--- config.mk ---
export PLATFORM = sky130hd
export DESIGN_NAME = k12a_mem_arbiter
export DESIGN_NICKNAME = d
export VERILOG_FILES = /design/src/rtl/k12a_mem_arbiter.sv
export SDC_FILE = /design/constraint.sdc
export NUM_CORES = 1
export LEC_CHECK = 0
export CELL_PAD_IN_SITES_DETAIL_PLACEMENT = 0
export CELL_PAD_IN_SITES_GLOBAL_PLACEMENT = 1
export CORE_MARGIN = 5
export CORE_UTILIZATION = 30
export CTS_BUF_LIST = sky130_fd_sc_hd__clkbuf_2 sky130_fd_sc_hd__clkbuf_4 sky130_fd_sc_hd__clkbuf_8
export CTS_CLUSTER_SIZE = 20
export DETAILED_ROUTE_END_ITERATION = 16
export PLACE_DENSITY_LB_ADDON = 0.05
export SYNTH_ARGS = -nofsm -noshare
export SYNTH_HDL_FRONTEND = slang
export SYNTH_SLANG_ARGS = --single-unit
export TNS_END_PERCENT = 50
--- constraint.sdc ---
create_clock -name clock -period 1.6 [get_ports clock]
set_input_delay 0.24 -clock clock [delete_from_list [all_inputs] [get_ports clock]]
set_output_delay 0.24 -clock clock [all_outputs]
set_load 0.01 [all_outputs]
--- src/rtl/k12a_mem_arbiter.sv ---
// Two-port (CPU / DMA) arbiter for an async ROM/RAM bus with round-robin tie-break.
// Writes use a setup / strobe / hold sequence on mem_we_n.
module k12a_mem_arbiter #(
  parameter int unsigned WR_STROBE_CYCLES = 1
) (
  input  logic        clock,
  input  logic        reset,
  input  logic        cpu_req,
  input  logic        cpu_write,
  input  logic [15:0] cpu_addr,
  input  logic [7:0]  cpu_wdata,
  output logic [7:0]  cpu_rdata,
  output logic        cpu_ack,
  input  logic        dma_req,
  input  logic        dma_write,
  input  logic [15:0] dma_addr,
  input  logic [7:0]  dma_wdata,
  output logic [7:0]  dma_rdata,
  output logic        dma_ack,
  output logic [15:0] mem_addr,
  output logic [7:0]  mem_wdata,
  output logic        mem_wdata_oe,
  input  logic [7:0]  mem_rdata,
  output logic        mem_rom_ce_n,
  output logic        mem_ram_ce_n,
  output logic        mem_oe_n,
  output logic        mem_we_n,
  output logic        rom_write_err
);

  typedef enum logic [2:0] {IDLE, READ, WR_SETUP, WR_STROBE, WR_HOLD, ACK} state_t;
  typedef enum logic {PORT_CPU, PORT_DMA} port_t;

  localparam logic [3:0] STROBE_LOAD = 4'(WR_STROBE_CYCLES);

  state_t      state, state_nx;
  port_t       owner, last_grant, grant;
  logic        wr;
  logic [15:0] addr;
  logic [7:0]  wdata;
  logic [3:0]  strobe_cnt;
  logic        req_any;
  logic        grant_write;
  logic        active;
  logic        to_ram;

  // On a tie the port that did not win last time gets the bus.
  assign req_any     = cpu_req | dma_req;
  assign grant       = (dma_req && (!cpu_req || last_grant == PORT_CPU)) ? PORT_DMA : PORT_CPU;
  assign grant_write = (grant == PORT_DMA) ? dma_write : cpu_write;

  always_comb begin
    state_nx = state;
    case (state)
      IDLE:      if (req_any) state_nx = grant_write ? WR_SETUP : READ;
      READ:      state_nx = ACK;
      WR_SETUP:  state_nx = WR_STROBE;
      WR_STROBE: if (strobe_cnt <= 4'd1) state_nx = WR_HOLD;
      WR_HOLD:   state_nx = ACK;
      ACK:       state_nx = IDLE;
      default:   state_nx = IDLE;
    endcase
  end

  always_ff @(posedge clock) begin
    if (reset) begin
      state      <= IDLE;
      owner      <= PORT_CPU;
      last_grant <= PORT_DMA;
      wr         <= 1'b0;
      addr       <= '0;
      wdata      <= '0;
      strobe_cnt <= '0;
      cpu_rdata  <= '0;
      dma_rdata  <= '0;
    end else begin
      state <= state_nx;
      case (state)
        IDLE: if (req_any) begin
          owner      <= grant;
          last_grant <= grant;
          wr         <= grant_write;
          addr       <= (grant == PORT_DMA) ? dma_addr  : cpu_addr;
          wdata      <= (grant == PORT_DMA) ? dma_wdata : cpu_wdata;
        end
        READ: begin
          if (owner == PORT_DMA) dma_rdata <= mem_rdata;
          else                   cpu_rdata <= mem_rdata;
        end
        WR_SETUP:  strobe_cnt <= STROBE_LOAD;
        WR_STROBE: strobe_cnt <= strobe_cnt - 4'd1;
        default: ;
      endcase
    end
  end

  // ROM writes walk the full write sequence but never assert a chip enable or we_n.
  always_comb begin
    active        = (state != IDLE) && (state != ACK);
    to_ram        = addr[15];
    mem_addr      = active ? addr : '0;
    mem_wdata_oe  = (state == WR_SETUP) || (state == WR_STROBE) || (state == WR_HOLD);
    mem_wdata     = mem_wdata_oe ? wdata : '0;
    mem_ram_ce_n  = !(active && to_ram);
    mem_rom_ce_n  = !(active && !to_ram && !wr);
    mem_oe_n      = !(state == READ);
    mem_we_n      = !(state == WR_STROBE && to_ram);
    cpu_ack       = (state == ACK) && (owner == PORT_CPU);
    dma_ack       = (state == ACK) && (owner == PORT_DMA);
    rom_write_err = (state == ACK) && wr && !to_ram;
  end

endmodule

==> results.toml <==
[sta]
slew_headroom_pct = 70.12
rsz0062_at_grt = "yes"
finalSetupViolCount = 19
skew_ns = 0.005326
slew_viol_final = 0
tightest_slew_ns = 0.4482
fmax_ghz = 0.6088
fin_crit_ns = 1.643
setup_ws_ns = -0.04264
hold_viol = 0
fin_crit_sh_pct = 102.7

[global_routing]
grt_overflow = 0
grt_pass1_vias = 2489
grt_pass1_wl_mm = 12.34
track_usage_pct = 15.16
antenna_found_initial = 0
grt_max_degree = 31

[finish]
layout.nets = 478
antenna-diode-count = 0
drive_gt1_share_pct = 26.75
syn2layout_area_growth_pct = 63.03
fillCellCount = 790
finalInstanceArea_um2 = 3906

[yosys]
avgSynthCellArea_um2 = 8.467
postSynthCellCount = 283
synth_edf_count = 0
ys_seq_area_share_pct = 41.78
synth_nets = 347
async_reset_ff_share_pct = 0
synth_ff_type = "dfxtp_1"
ys_types = 38
syn_area_um2 = 2396
yosys_warnings = 0
ys_ff_latch = 50

[place]
portBuffers = 109
place_hpwl_mm = 5.535
place_area_um2 = 3821
routabilityCongestion = 0.7284
dp_slack_ns = -0.1583

[floorplanning]
num_io_pins = 110
rows = 32
fp.dieH_um = 99.37
fp.dieW_um = 99.37
dieArea_um2 = 9874
core_um2 = 7767
start_util_pct = 30.85

[detailed_routing]
avgViaCountPerCell = 4.756
drt_wl_total_mm = 7.520
postRouteAntennaNets = 0
wl_per_cell_um = 14.55
drc = 0
first_pass_iters = 4
num_vias = 2459
drt_first_iter_violations = 93

[critical_path]
crit_type = "register to output pin"
critPathTopFamily = "simple AND/OR/NAND/NOR gates"
crit_slowest_cell = "dfxtp_4"
crit_chain = "xor2_2, nor2_2, or3_4, buf_6"
worstPathRequired_ns = 1.36
worst_ep_arrival_time_ns = 1.40
cp-start-kind = "register"
path_buf_inv = 1
cpPeakStageDelay_ns = 0.37
crit_fanout = 4
worstSetupEndpointType = "output pin"

[pwr]
sw_frac_of_total_pct = 35.06
ir_drop_v = 0.0005111
p_leak_uw = 0.001510
p_clk_share_pct = 17.9
power_density_nw_per_um2 = 1081
p_seq_share_pct = 37.3
p_sw_uw = 1481
combPwrFrac_pct = 44.8
power.internal_uw = 2743

[clocking]
numCtsBuffers = 5
clock_path_buffers = 2
ctsHoldBuffers = 0
cts.sinks = 50
cts.clk_slew.worst_paths_ns = 0.09
clock-root-buffer = "clkbuf_8"
cts_tree = "done"
htree_levels = 2
worst_skew_pair.late_latency_ns = 0.30

[run]
max_cap_violations = 0

[outcome]
violations = "negative setup slack"
outcome = "finished with violations"

[min_path]
min_path_type = "primary input to register"
## power groups by stage
stage | Combinational (µW) | Clock (µW) | Sequential [µW]
global placement | 1890 | 0 | 1590
CTS | 1860 | 786 | 1580
global route | 2080 | 837 | 1610
floorplan | 974 | 0 | 1580
detailed placement | 1910 | 0 | 1590
finish | 1890 | 756 | 1580
## cell usage after synthesis, types with 2 or more instances
| master | instances | share of area, % |
|---|---|---|
| nand2_1 | 43 | 6.7 |
| clkbuf_1 | 4 | 0.63 |
| nor3b_1 | 2 | 0.63 |
| nor3_1 | 2 | 0.42 |
| a31oi_1 | 2 | 0.52 |
| o22ai_1 | 25 | 6.5 |
| buf_1 | 2 | 0.31 |
| nor2_4 | 2 | 0.94 |
| a211oi_2 | 20 | 10 |
| o21ai_0 | 4 | 0.84 |
| buf_4 | 4 | 1.3 |
| buf_2 | 8 | 1.7 |
| a21oi_1 | 20 | 4.2 |
| dfxtp_1 | 50 | 42 |
| a211oi_1 | 5 | 1.6 |
| nor2_1 | 32 | 5.0 |
| inv_1 | 6 | 0.94 |
| ha_1 | 2 | 1.0 |
| nor2b_1 | 26 | 6.8 |
| nand2b_1 | 2 | 0.52 |
| nand3b_1 | 3 | 0.94 |
| nand3_1 | 3 | 0.63 |
## worst paths after layout
check | startpoint | to | slack (ns) | depth (start not counted)
worst max-delay path | state[0]$_SDFFE_PP0P_ | mem_rom_ce_n | -0.04 | 4
worst min-delay path | reset | strobe_cnt[0]$_SDFFE_PP0P_ | 0.35 | 2
worst max register to register | state[1]$_SDFFE_PP0P_ | state[0]$_SDFFE_PP0P_ | 0.16 | 5
worst min register to register | dma_rdata[3]$_SDFFE_PP0P_ | dma_rdata[3]$_SDFFE_PP0P_ | 0.46 | 2
## state kept, by name, summed over array words and instances, names as in the netlist
name / cells
wdata: 8
state: 3
wr: 1
owner: 1
strobe_cnt: 4
dma_rdata: 8
addr: 16
last_grant: 1
cpu_rdata: 8
## routing by layer
layer / vias to the layer above / routed length, µm / share of wire (%) / track usage, %
met5: - / 0 / 0 / 0
met4: 0 / 53 / 0.70 / 3.782
met3: 5 / 514 / 6.8 / 4.558
met2: 67 / 3375 / 45 / 24.43
met1: 1129 / 3577 / 48 / 19.85
li1: 1258 / - / - / -
## cell type report
class	count	area (µm²)	share of cell area (%)
flip-flops and latches	50	1012	25.91
well taps	102	127.6	3.267
repair buffers	142	1304	33.38
inverters	6	22.52	0.5766
clock inverters	2	13.76	0.3523
clock buffers	6	76.32	1.954
multi-input cells	209	1350	34.56
## stage by stage
| stage | utilization, % | cells | power (µW) | TNS [ns] | hold WS, ns |
|---|---|---|---|---|---|
| floorplan | - | 283 | 2553 | 0 | 0.3760 |
| global placement | 49.19 | 504 | 3479 | -4.258 | 0.4430 |
| detailed placement | 49.19 | 504 | 3500 | -6.020 | 0.4470 |
| CTS | 49.39 | 513 | 4222 | -0.1460 | 0.3696 |
| global route | 50.29 | 517 | 4525 | -1.898 | 0.3856 |
| finish | 50.29 | 517 | 4224 | -0.2890 | 0.3544 |
## repair_timing
item                       4_1_cts  5_1_grt
setup endpoints to repair       32       31
resized for setup              136       15
hold endpoints to repair         0        0
pin swaps                        2        4
gates cloned                     0        1
setup buffers                    1        3
## logic make-up (layout without fill, tap and decap cells)
| kind of cell | Yosys count | in the layout | synth area share (%) |
|---|---|---|---|
| XOR/XNOR | 1 | 1 | 0.3656 |
| AND/OR/NAND/NOR | 121 | 121 | 24.86 |
| AO/OA/AOI/OAI | 85 | 85 | 27.16 |
| adder cells (fa/ha/maj) | 2 | 2 | 1.044 |
| flip-flops | 50 | 50 | 41.78 |
| buffers and inverters | 24 | 156 | 4.804 |
## placed cells by master, fill, tap and decap left out, drive strengths merged, types with 2 or more instances in the layout
cell and n:
clkbuf 7, nand3b 3, inv 6, nor2 34
clkinv 2, nor3 3, ha 2, o21ai 4
a21oi 21, nor2b 26, a31oi 2, nand2 43
nand3 3, dlygate4sd2 2, a211oi 25, nor3b 3
buf 63, o22ai 25, dfxtp 50, nand2b 2
clkdlybuf4s50 76
(Power assumes the default switching activity.)
